## src/rtl/id_ex_stage.sv

```systemverilog
// ID/EX pipeline register for the 32-bit ALU: valid/ready handshakes on both sides,
// load-use bubble insertion, MEM/WB operand forwarding, flush and a saturating stall counter.
module id_ex_stage #(
    parameter int XLEN  = 32,
    parameter int CNT_W = 16
) (
    input  logic             clk,
    input  logic             rst,
    input  logic             flush,
    input  logic             id_valid,
    output logic             id_ready,
    input  logic [4:0]       id_rs1,
    input  logic [4:0]       id_rs2,
    input  logic [XLEN-1:0]  id_rs1_data,
    input  logic [XLEN-1:0]  id_rs2_data,
    input  logic             id_use_rs2,
    input  logic [XLEN-1:0]  id_imm,
    input  logic             id_use_imm,
    input  logic [2:0]       id_alu_op,
    input  logic [4:0]       id_rd,
    input  logic             id_reg_write,
    input  logic             id_mem_read,
    input  logic             id_mem_write,
    input  logic             ex_ready,
    output logic             ex_valid,
    output logic [XLEN-1:0]  ex_a,
    output logic [XLEN-1:0]  ex_b,
    output logic [2:0]       ex_op,
    output logic [XLEN-1:0]  ex_store_data,
    output logic [4:0]       ex_rd,
    output logic             ex_reg_write,
    output logic             ex_mem_read,
    output logic             ex_mem_write,
    input  logic             mem_reg_write,
    input  logic [4:0]       mem_rd,
    input  logic [XLEN-1:0]  mem_result,
    input  logic             wb_reg_write,
    input  logic [4:0]       wb_rd,
    input  logic [XLEN-1:0]  wb_result,
    output logic [CNT_W-1:0] stall_count
);

    logic             valid_reg;
    logic [4:0]       rs_reg      [2];
    logic [XLEN-1:0]  rs_data_reg [2];
    logic [XLEN-1:0]  imm_reg;
    logic             use_imm_reg;
    logic [2:0]       op_reg;
    logic [4:0]       rd_reg;
    logic             reg_write_reg;
    logic             mem_read_reg;
    logic             mem_write_reg;
    logic [CNT_W-1:0] stall_count_reg;

    logic [4:0]       id_rs        [2];
    logic [XLEN-1:0]  id_rs_data   [2];
    logic [XLEN-1:0]  fwd_data     [2];
    logic [XLEN-1:0]  capture_data [2];

    logic hazard;
    logic load;
    logic drain;
    logic hold;
    logic stall_inc;

    assign id_rs[0]      = id_rs1;
    assign id_rs[1]      = id_rs2;
    assign id_rs_data[0] = id_rs1_data;
    assign id_rs_data[1] = id_rs2_data;

    // Per-source forwarding: the output mux sees MEM before WB; capture only needs WB
    // because that is the register-file write landing in the same cycle.
    generate
        for (genvar gi = 0; gi < 2; gi++) begin : g_src
            logic mem_hit;
            logic wb_hit;
            logic wb_capture_hit;

            assign mem_hit = mem_reg_write && (mem_rd == rs_reg[gi]) && (rs_reg[gi] != 5'd0);
            assign wb_hit  = wb_reg_write && (wb_rd == rs_reg[gi]) && (rs_reg[gi] != 5'd0);
            assign wb_capture_hit = wb_reg_write && (wb_rd == id_rs[gi]) && (id_rs[gi] != 5'd0);

            assign fwd_data[gi]     = mem_hit ? mem_result :
                                      wb_hit  ? wb_result  : rs_data_reg[gi];
            assign capture_data[gi] = wb_capture_hit ? wb_result : id_rs_data[gi];
        end
    endgenerate

    assign hazard = valid_reg && mem_read_reg && (rd_reg != 5'd0) &&
                    ((rd_reg == id_rs1) || (id_use_rs2 && (rd_reg == id_rs2)));

    assign id_ready  = !rst && !flush && !hazard && (!valid_reg || ex_ready);
    assign load      = id_valid && id_ready;
    assign drain     = valid_reg && ex_ready && !load;
    assign hold      = valid_reg && !ex_ready;
    assign stall_inc = id_valid && hazard && !flush && !(&stall_count_reg);

    always_ff @(posedge clk) begin
        if (rst) begin
            valid_reg       <= 1'b0;
            rs_reg[0]       <= '0;
            rs_reg[1]       <= '0;
            rs_data_reg[0]  <= '0;
            rs_data_reg[1]  <= '0;
            imm_reg         <= '0;
            use_imm_reg     <= 1'b0;
            op_reg          <= '0;
            rd_reg          <= '0;
            reg_write_reg   <= 1'b0;
            mem_read_reg    <= 1'b0;
            mem_write_reg   <= 1'b0;
            stall_count_reg <= '0;
        end else if (flush) begin
            valid_reg <= 1'b0;
        end else begin
            if (load) begin
                valid_reg      <= 1'b1;
                rs_reg[0]      <= id_rs1;
                rs_reg[1]      <= id_rs2;
                rs_data_reg[0] <= capture_data[0];
                rs_data_reg[1] <= capture_data[1];
                imm_reg        <= id_imm;
                use_imm_reg    <= id_use_imm;
                op_reg         <= id_alu_op;
                rd_reg         <= id_rd;
                reg_write_reg  <= id_reg_write;
                mem_read_reg   <= id_mem_read;
                mem_write_reg  <= id_mem_write;
            end else if (drain) begin
                valid_reg <= 1'b0;
            end else if (hold) begin
                // Keep forwarded values alive once their producer retires from MEM/WB.
                rs_data_reg[0] <= fwd_data[0];
                rs_data_reg[1] <= fwd_data[1];
            end
            if (stall_inc) begin
                stall_count_reg <= stall_count_reg + 1'b1;
            end
        end
    end

    assign ex_valid      = valid_reg;
    assign ex_a          = valid_reg ? fwd_data[0] : '0;
    assign ex_b          = !valid_reg ? '0 : (use_imm_reg ? imm_reg : fwd_data[1]);
    assign ex_store_data = valid_reg ? fwd_data[1] : '0;
    assign ex_op         = valid_reg ? op_reg : 3'd0;
    assign ex_rd         = valid_reg ? rd_reg : 5'd0;
    assign ex_reg_write  = valid_reg && reg_write_reg;
    assign ex_mem_read   = valid_reg && mem_read_reg;
    assign ex_mem_write  = valid_reg && mem_write_reg;
    assign stall_count   = stall_count_reg;

endmodule

```

## config.mk

```make
export PLATFORM = sky130hd
export DESIGN_NAME = id_ex_stage
export DESIGN_NICKNAME = d
export VERILOG_FILES = /design/src/rtl/id_ex_stage.sv
export SDC_FILE = /design/constraint.sdc
export NUM_CORES = 1
export LEC_CHECK = 0
export CAP_MARGIN = 10
export CORE_ASPECT_RATIO = 0.8
export CORE_MARGIN = 2
export CORE_UTILIZATION = 25
export DETAILED_ROUTE_END_ITERATION = 12
export GPL_TIMING_DRIVEN = 0
export PLACE_DENSITY_LB_ADDON = 0.1
export SYNTH_ARGS = -nofsm -noshare
export SYNTH_HDL_FRONTEND = slang
export SYNTH_SLANG_ARGS = --single-unit
```

## constraint.sdc

```tcl
create_clock -name clk -period 3.7 [get_ports clk]
set_input_delay 0.37 -clock clk [delete_from_list [all_inputs] [get_ports clk]]
set_output_delay 0.37 -clock clk [all_outputs]
set_load 0.02 [all_outputs]
```

### Yosys cells after proc, flatten, opt, wreduce, memory -nomap -nowiden

Memories as Yosys holds them, arrays and structs flattened.
Index checks and enable logic that the tools add are counted.

* memories kept: 2
* output and inout bits: 125
* memory bits (writable): 74
* word-level logic and storage cells: 106
* register bits: 61

* bitwise operators: 7
* muxes and demuxes: 32
* reduce and logical (&&, ||, !) cells: 47
* eq/ne operators: 8
* $add $sub $neg: 1

Memory list
* rs_data_reg: words 2, bits a word 32, read ports 2, clocked after memory_dff 0, wr ports 2, line 45 `logic [XLEN-1:0] rs_data_reg [2];`
* rs_reg: words 2, bits a word 5, read ports 2, clocked after memory_dff 0, wr ports 2, line 44 `logic [4:0] rs_reg [2];`

Operator list (number)
* two-way mux 32 bit: 14
* equality test 5 bit: 8
* logical AND 1 bit: 28
* nonzero test 5 bit: 5
* adder 16 x 1 -> 16 bit, second input constant: 1
* AND reduction 16 bit: 1
* two-way mux 5 bit: 3
* two-way mux 1 bit: 14
* zero test 1 bit: 7
* OR 1 bit: 6
* AND reduction 2 bit: 2
* two-way mux 3 bit: 1
* logical OR 1 bit: 2
* nonzero test 2 bit: 1
* OR reduction 2 bit: 1
* inverter 1 bit: 1

### Longest topological paths before layout

Gate-level depths: netlist of the first run.

* depth in word-level cells: 16
* mapped depth: 9
* depth with buffers taken out: 6

### Least setup slack after synthesis of the first run

Ideal clock, no wire load.

* path type: reg-to-reg
* start point: register rd_reg[0]
* end point: memory rs_data_reg[0][0] (enable)
* setup slack: 0.147 ns
* path buffers: 1
* cell stages (with the launch flop): 6
* arrival time: 3.129 ns
* clock period less this slack: 3.553 ns
* cells stage by stage: dfxtp_1 > or4_1 > o21a_4 > a2111oi_4 > buf_2 > or3_1

RTL lines
* start: declaration: line 49 `logic [4:0] rd_reg;`
* start signal: assignment: line 125 `rd_reg <= id_rd;`
* end: declaration: line 45

==> results.txt, run 1 <==
----------------------------------------------------
[Setup path]
  Library cell contributing the largest single delay on the critical path ... sky130_fd_sc_hd__clkdlybuf4s50_1
  Source of the critical timing path ... rs_reg[0][7]$_SDFFCE_PN0P_
  Maximum net fanout on the critical path ... 10
  CP Buf/Inv Count ... 2
  Worst Setup EP ... ex_b[6]
  Family of cells with the greatest summed delay on the critical path ... buffers and inverters
  Biggest cell delay along the critical path ... 0.63 ns
  CP Cell Sequence ... or4_1 > o211a_4 > nand2_2 > clkbuf_8 > a211o_1 > a32o_1 > clkdlybuf4s50_1
  R2R setup slack ... between 0.3 and 0.4 ns
  Element type at the critical path end ... primary output
  Logic depth of the worst setup path including buffers ... 7
  Launching element type of the critical path ... flop
  Arrival time reported for the critical path endpoint ... around 3.2 ns
  Critical path required time ... 3.33 ns
  Reg2reg start ... rd_reg[0]$_SDFFE_PP0P_
  Worst reg2reg path depth ... 6
  Destination of the worst register-to-register timing path ... rs_data_reg[0][18]$_DFFE_PP_
  Crit Path Category ... flop to primary output

[GRT]
  Initial antenna violation count ... 2
  Vias in the first global route ... slightly above 9000
  Pin count of the biggest net entering global routing ... 39
  Global-route wire length before repair ... around 60000 um
  Remaining global-route overflow ... 0
  GRT Overall Usage ... between 20 and 25%

[CTS]
  CTS Root Cell ... sky130_fd_sc_hd__clkbuf_16
  CTS Buf Count ... 17
  TritonCTS clock tree ... built
  Worst-Skew Late Latency ... roughly 0.44 ns
  Maximum clock path buffer count ... 2
  TritonCTS Sinks ... between 100 and 150
  H-Tree Level Count ... 4
  Worst-path clk slew ... around 0.06 ns

[Placement]
  Final weighted congestion in routability-driven placement ... 0.799
  Standard cell area after detailed placement ... 0.0127 mm2
  Post-DP HPWL ... 30800 um
  Port Buf Inserts ... 319
  Place WS ... -0.760 ns

[Final layout]
  Number of flip-flops in the largest register ... 64
  Layout cell share with drive strength beyond 1 ... 9.82%
  Post-route cell area ... approximately 0.013 mm2
  Multi-input gate area ... between 0.005 and 0.006 mm2
  Core utilization of the finished layout ... between 30% and 40%
  Synthesis-to-layout area growth ... 51.6%
  Final Net Count ... 1481
  Sequential cell area ... 0.00344 mm2
  Leading cell type in the layout, fill and taps excluded ... sky130_fd_sc_hd__clkdlybuf4s50_1
  Commonest cells after routing, fill and taps aside ... sky130_fd_sc_hd__clkdlybuf4s50_1, sky130_fd_sc_hd__mux2i_1, sky130_fd_sc_hd__nand2b_1
  Fill cells ... 3588

[Synth]
  Synth top area cells ... sky130_fd_sc_hd__edfxtp_1, sky130_fd_sc_hd__dfxtp_1, sky130_fd_sc_hd__mux2i_1
  Fraction of post-synthesis cell area in the top cell type by area ... 25.1%
  Per-instance average area after synthesis ... 9.42 um2
  Post-synth net total ... 1140
  Number of distinct standard cells referenced by the synthesized netlist ... 47
  Synth area leader ... sky130_fd_sc_hd__edfxtp_1
  Total standard cell area after synthesis ... 0.00884 mm2
  Number of warning messages in the yosys log ... 0
  #FFs+latches synth ... 135
  Post-Syn Instances ... 939
  Sequential cell area fraction in the yosys report ... between 30% and 40%

[Route]
  Total Wirelength ... 41600 um
  Post-route ant nets ... 0
  Routed length per placed instance ... 23.6 um
  Remaining DRCs ... 0
  Total via count after detailed routing ... 8862
  First drt pass iteration count ... 5
  Via/cell ratio ... 5.02
  Number of violations reported at the end of detailed-routing iteration 0 ... 631

[Run]
  Reported max-cap violation count ... 0

[Pwr]
  PwrDens ... ~320 mW/mm2
  Net load switching power ... 1.19 mW
  Worst IR Drop VDD ... 0.000257 V
  Switching power as a share of total power ... between 20% and 30%
  Clk network pwr share ... between 40% and 50%
  Total power of the final layout ... 4.32 mW
  Combinational share of power ... 18.9%
  Relative contribution of sequential cells to total power ... 39.5%
  Internal power ... 3.13 mW
  Pleak ... 5.82 nW

[Timing]
  Max-slew violations ... 0
  Final cycle utilization of the critical path ... 97.7%
  PnR worst setup slack ... 0.0863 ns
  Unrepaired setup endpoints after global routing ... yes
  Transition time at the pin with the least slew margin ... ~1 ns
  Slew HR ... 32.7%
  Final hold violation count ... 0
  Sum of negative setup slack ... 0 ns
  Final min period ... about 3.6 ns
  Final setup viols ... 0
  Peak Freq ... 277 MHz
  Layout Skew ... between 0.01 and 0.015 ns

[Floorplan]
  I/O pin cnt ... between 300 and 400
  Die Outline Area ... 0.0369 mm2
  # rows ... 61
  CORE AREA ... 0.0348 mm2
  Initial Util ... 25.4%
  Die Ht ... roughly 170 um
  Width of the die ... 214 um

[Status]
  Outcome ... finished, final reports clean

[Worst hold path]
  Type of the worst min-delay path ... flop to flop
  Hold Crit Start ... imm_reg[8]$_SDFFE_PP0P_

----------------------------------------------------
==> power by group through the flow <==
stage | Combinational, mW | Sequential (mW) | Clock [mW]
2_1_floorplan | 0.369 | 1.73 | 0
3_3_place_gp | 0.812 | 1.74 | 0
3_5_place_dp | 0.818 | 1.74 | 0
4_1_cts | 0.825 | 1.71 | 1.83
5_1_grt | 0.879 | 1.71 | 1.89
6_report | 0.818 | 1.71 | 1.79
==> logic make-up (layout without fill, tap and decap cells) <==
group,after synthesis,in the layout,synth area share (%)
fa+ha+maj,1,1,0.141
xor+xnor,42,42,4.16
compound gates,193,193,15.2
simple gates,348,348,21.1
other cells,0,2,0
buf+inv,83,437,4.36
flops,135,135,38.9
mux,137,137,16.1
==> metrics by stage <==
stage,instances,hold WS [ns]
floorplan,939,0.442
global placement,1730,0.456
detailed placement,1732,0.462
CTS,1765,0.472
global route,1766,0.482
finish,1767,0.471
==> tightest hold or removal path, cell delays in order (launching register included) <==
cell and delay (ns):
sky130_fd_sc_hd__dfxtp_1 0.31, sky130_fd_sc_hd__nand2b_1 0.07, sky130_fd_sc_hd__o21ai_1 0.05
==> cells in the mapped netlist, drive strengths merged <==
| cell type | count |
|---|---|
| a2111oi | 1 |
| a211o | 26 |
| a21oi | 11 |
| a32o | 36 |
| a41oi | 1 |
| and2 | 23 |
| and3 | 61 |
| and4 | 1 |
| buf | 25 |
| clkbuf | 55 |
| dfxtp | 61 |
| edfxtp | 74 |
| ha | 1 |
| inv | 3 |
| mux2 | 40 |
| mux2i | 97 |
| nand2 | 62 |
| nand2b | 75 |
| nand3 | 36 |
| nand4 | 9 |
| nor2 | 50 |
| nor2b | 1 |
| nor3 | 7 |
| nor4 | 4 |
| o211a | 1 |
| o21a | 1 |
| o21ai | 77 |
| o22ai | 33 |
| o31ai | 2 |
| o32ai | 1 |
| o41ai | 3 |
| or2 | 2 |
| or2b | 1 |
| or3 | 9 |
| or4 | 7 |
| xnor2 | 25 |
| xor2 | 17 |
==> final cells by class <==
type	instances	share of cell area, %
clock buffers	18	3.20
repair buffers	324	24.5
plain buffers	78	3.07
diodes	2	0.0373
well taps	472	4.41
multi-input cells	721	37.8
inverters	3	0.0840
clock inverters	14	1.19
flip-flops and latches	135	25.7
==> layer usage <==
metal / vias to the layer above / GRT usage [%] / wire [um]
li1: 4175 / - / -
met1: 4374 / 30.9 / 20000
met2: 295 / 35.7 / 18900
met3: 16 / 4.84 / 2440
met4: 2 / 3.77 / 288
met5: - / 0 / 16
==> worst min-delay path by stage <==
stage	to	depth (start not counted)
after floorplan	imm_reg[8]$_SDFFE_PP0P_	2
after global placement	op_reg[2]$_SDFFE_PP0P_	2
after detailed placement	mem_read_reg$_SDFFE_PP0P_	2
after CTS	imm_reg[21]$_SDFFE_PP0P_	3
after global routing	imm_reg[14]$_SDFFE_PP0P_	3
final	imm_reg[8]$_SDFFE_PP0P_	2
==> timing repair <==
item                                    4_1_cts  5_1_grt
resized for setup                            76       36
buffers inserted                              3        0
hold buffers                                  0        0
endpoints found under the setup margin       94       35
pin swaps                                     2        0
(Power assumes the default switching activity.)
==> run 2: changes to the inputs <==
CORE_MARGIN = 1.5   (was 2)
CTS_CLUSTER_SIZE = 10   (was default)
==> run 2 against run 1 <==
  * Routed wire length shrank 1.3%
  * Combinational power about the same
  * Clock skew is 0.0034 ns lower
  * Non-clock buffer count down 2
  * Sequential power is essentially flat
  * Cell count is 0.11% lower
  * Clock-buffer cell count up 4
  * Die area shrank 1.0%
  * Worst hold slack got worse by 0.0027 ns
  * Cell area grew 0.13%
  * Highest routed layer unchanged
==> results.txt, run 2 (synthesis gave the netlist of run 1 again) <==
----------------------------------------------------
[Pwr]
  Internal power ... between 3 and 4 mW
  Worst IR Drop VDD ... 0.000199 V
  PwrDens ... 318 mW/mm2
  Combinational share of power ... a little under a fifth
  Net load switching power ... 1.17 mW
  Pleak ... 6.10 nW
  Relative contribution of sequential cells to total power ... around 40%
  Switching power as a share of total power ... between 20 and 30%
  Clk network pwr share ... 40.9%

[Setup path]
  Arrival time reported for the critical path endpoint ... 3.24 ns
  Maximum net fanout on the critical path ... 10
  Critical path required time ... roughly 3.3 ns
  Element type at the critical path end ... primary output
  Launching element type of the critical path ... flop
  Crit Path Category ... flop to primary output

[Final layout]
  Commonest cells after routing, fill and taps aside ... sky130_fd_sc_hd__clkdlybuf4s50_1, sky130_fd_sc_hd__mux2i_1, sky130_fd_sc_hd__nand2b_1
  Post-route cell area ... 0.0134 mm2
  Core utilization of the finished layout ... 38.6%
  Layout cell share with drive strength beyond 1 ... under 10%
  Synthesis-to-layout area growth ... 51.8%
  Leading cell type in the layout, fill and taps excluded ... sky130_fd_sc_hd__clkdlybuf4s50_1
  Number of flip-flops in the largest register ... 64
  Final Net Count ... 1479

[CTS]
  TritonCTS Sinks ... 135
  CTS Root Cell ... sky130_fd_sc_hd__clkbuf_16
  Maximum clock path buffer count ... 2
  CTS Buf Count ... 17
  Total of hold buffers inserted after clock tree synthesis ... 0
  TritonCTS clock tree ... built
  Worst-Skew Late Latency ... 0.44 ns
  H-Tree Level Count ... 4
  Worst-path clk slew ... 0.06 ns

[Floorplan]
  Initial Util ... between 20% and 30%
  # rows ... 61
  CORE AREA ... 0.0348 mm2
  Width of the die ... 213 um
  Die Outline Area ... 0.0365 mm2
  Die Ht ... roughly 170 um
  I/O pin cnt ... 325

[Route]
  Total via count after detailed routing ... 8735
  Routed length per placed instance ... 23.3 um
  Remaining DRCs ... 0
  Via/cell ratio ... 4.95
  Total Wirelength ... approximately 41000 um
  Number of violations reported at the end of detailed-routing iteration 0 ... approximately 500
  Post-route ant nets ... 0
  First drt pass iteration count ... 5

[Placement]
  Port Buf Inserts ... approximately 320
  Standard cell area after detailed placement ... 0.0127 mm2
  Final weighted congestion in routability-driven placement ... 0.842
  Post-DP HPWL ... between 30000 and 40000 um
  Place WS ... -0.661 ns

[Timing]
  PnR worst setup slack ... 0.0896 ns
  Slew HR ... about a quarter
  Final cycle utilization of the critical path ... 97.6%
  Peak Freq ... 277 MHz
  Transition time at the pin with the least slew margin ... 1.12 ns
  Max-slew violations ... 0
  Final setup viols ... 0
  Unrepaired setup endpoints after global routing ... no
  Layout Skew ... approximately 0.010 ns
  Final hold violation count ... 0
  Sum of negative setup slack ... 0 ns
  Final min period ... 3.61 ns

[GRT]
  Initial antenna violation count ... 2
  GRT Overall Usage ... between 20 and 25%
  Global-route wire length before repair ... approximately 59000 um
  Vias in the first global route ... 8841
  Remaining global-route overflow ... 0
  Pin count of the biggest net entering global routing ... between 40 and 50

[Status]
  Outcome ... finished, final reports clean

[Worst hold path]
  Type of the worst min-delay path ... flop to flop

[Run]
  Reported max-cap violation count ... 0

----------------------------------------------------
[run 2: worst max-delay path: stages, from the launching register on]
cell and delay (ns):
sky130_fd_sc_hd__edfxtp_1 0.46, sky130_fd_sc_hd__or4_1 0.59, sky130_fd_sc_hd__o211a_4 0.32, sky130_fd_sc_hd__nand2_2 0.18
sky130_fd_sc_hd__clkbuf_4 0.28, sky130_fd_sc_hd__a211o_1 0.19, sky130_fd_sc_hd__and3_1 0.16, sky130_fd_sc_hd__clkdlybuf4s50_1 0.63
[run 2: layer usage]
layer	GRT usage [%]	share of wire, %	vias up
met4	4.90	0.95	2
li1	-	-	4158
met3	4.84	6.5	26
met5	0	0.032	-
met2	34.6	44	282
met1	31.3	48	4267
[run 2: power groups by stage]
stage          clock, mW  sequential (mW)  combinational [mW]
2_1_floorplan          0             1.73               0.369
3_3_place_gp           0             1.74               0.810
5_1_grt             1.83             1.72               0.877
4_1_cts             1.79             1.71               0.824
3_5_place_dp           0             1.74               0.816
6_report            1.74             1.71               0.816
[run 2: final cells by class]
class	instances	area [um2]
antenna	2	5.00
buffer	78	419
clock buffer	22	464
clock inverter	10	103
fill	3628	21400
inverter	3	11.3
multi-input combinational	721	5070
sequential	135	3440
tap	472	591
timing repair buffer	322	3320
[run 2: path summary, 6_finish.rpt]
path	start	endpoint	slack, ns	depth (start not counted)
worst max-delay path	rs_reg[0][7]$_SDFFCE_PN0P_	ex_store_data[2]	0.09	7
worst min-delay path	mem_read_reg$_SDFFE_PP0P_	mem_read_reg$_SDFFE_PP0P_	0.47	2
worst max register to register	rd_reg[0]$_SDFFE_PP0P_	rs_data_reg[0][10]$_DFFE_PP_	0.35	6
worst min register to register	mem_read_reg$_SDFFE_PP0P_	mem_read_reg$_SDFFE_PP0P_	0.47	2
[run 2: per-stage QoR]
stage / instances / hold WS, ns / power, mW
2_1_floorplan: 939 / 0.442 / 2.10
3_3_place_gp: 1730 / 0.459 / 2.55
3_5_place_dp: 1732 / 0.460 / 2.55
4_1_cts: 1763 / 0.454 / 4.32
5_1_grt: 1763 / 0.486 / 4.42
6_report: 1765 / 0.468 / 4.26
[run 2: repair_timing]
item / CTS / global route
resized for setup: 71 / 55
buffers inserted: 1 / 0
pin swaps: 1 / 0
endpoints found under the setup margin: 94 / 53
==> edit (flow settings as in run 1) <==
`CNT_W`: 16 -> 32.
--- a/src/rtl/id_ex_stage.sv
+++ b/src/rtl/id_ex_stage.sv
@@ -2,7 +2,7 @@
 // load-use bubble insertion, MEM/WB operand forwarding, flush and a saturating stall counter.
 module id_ex_stage #(
     parameter int XLEN  = 32,
-    parameter int CNT_W = 16
+    parameter int CNT_W = 32
 ) (
     input  logic             clk,
     input  logic             rst,
Ports: changed (resized stall_count); port bits go from 325 to 341. The function was not compared with the original's and may differ.
==> edit against run 1 <==
Clock skew barely moved. Sequential cell count rose by 16. Sequential share of layout area rose by 0.56 points. Setup slack improved by 0.039 ns. Area after synthesis rose by 9.4%. Count of clock-buffer cells in the layout rose by 3. Die area rose by 9.2%. Final area rose by 7.0%. Synthesized cell count rose by 12%. Hold slack improved by 0.0037 ns. Wire length rose by 6.7%. Register-to-register slack improved by 0.03 ns. Total power rose by 4.1%. Clock power rose by 2%. Largest cell class unchanged. Largest power group is now registers.
==> edit: results (changes against run 1) <==
clkPwrFrac_pct: 40.7  # -0.8 points
first_iter_violations: 625  # -0.95%
synthTopCellsByArea: "edfxtp_1, dfxtp_1, mux2i_1"
pre_cts_ws_ns: -0.512  # +0.248 ns
synth_common_cells: "mux2i_1, o21ai_0, dfxtp_1"
synth-compound-area-share_pct: 15.5  # +0.23 points
outcome: "finished clean"
cp_slowest_stage_delay_ns: 0.57  # -0.06 ns
antenna_found_initial: 4  # +2
ir_drop_mv: 0.259  # +0.93%
nets: 1611  # +8.8%
drive_above_1_share_pct: 7.59  # -2.2 points
synth_cell_types: 51  # +8.5%
met2_usage_pct: 34.4  # -1.4 points
cts_resized: 86  # +13%
synthFlopType: "dfxtp_1"
syn_nets: 1255  # +10%
place_area_um2: 13700  # +8.0%
wl_met2_um: 20400  # +8.1%
p_seq_share_pct: 41.7  # +2.2 points
synth.avg_cell_area_um2: 9.18  # -2.5%
fill_cells: 3893  # +8.5%
synth_xor_area_share_pct: 4.25  # +0.095 points
dr.pass1.iters: 7  # +2
portBuffers: 335  # +5.0%
grtUsageMet1_pct: 29.0  # -1.9 points
met1_length_um: 20200  # +0.76%
grt_max_degree: 36  # -7.7%
fin_skew_ns: 0.0141  # +0.000416 ns
postCtsSetupBuffers: 0  # -3
routedWlPerCell_um: 23.1  # -1.8%
critPathArrivalTime_ns: 3.20  # -0.04 ns
==> edit: cell types whose count changed in the layout (fill, tap and decap cells not counted), moves of 10 or more <==
cell / change
clkbuf_1: +18
or4_1: +13
nand2_1: +11
dlygate4sd2_1: +12
dfxtp_1: +16
a21oi_1: +11
o21ai_1: -26
o21ai_0: +28
o31ai_1: +10
==> edit: cell type report <==
type                       instances  area [µm²]  area share (%)
clock buffer                      21         482            3.36
timing repair buffer             338        3370            23.5
tap                              495         619            4.32
clock inverter                    11         108           0.750
inverter                           8        30.0           0.209
buffer                            85         395            2.76
sequential                       151        3760            26.2
antenna                            2        5.00          0.0349
multi-input combinational        809        5560            38.8
==> edit: path summary, 6_finish.rpt <==
path                     start                 to  slack (ns)  depth (start not counted)
hold / removal    mem_read_reg       mem_read_reg        0.47                          2
hold reg to reg   mem_read_reg       mem_read_reg        0.47                          2
setup reg to reg     rd_reg[0]  rs_data_reg[0][2]        0.34                          6
setup / recovery  rs_reg[0][1]           ex_a[25]        0.13                          9
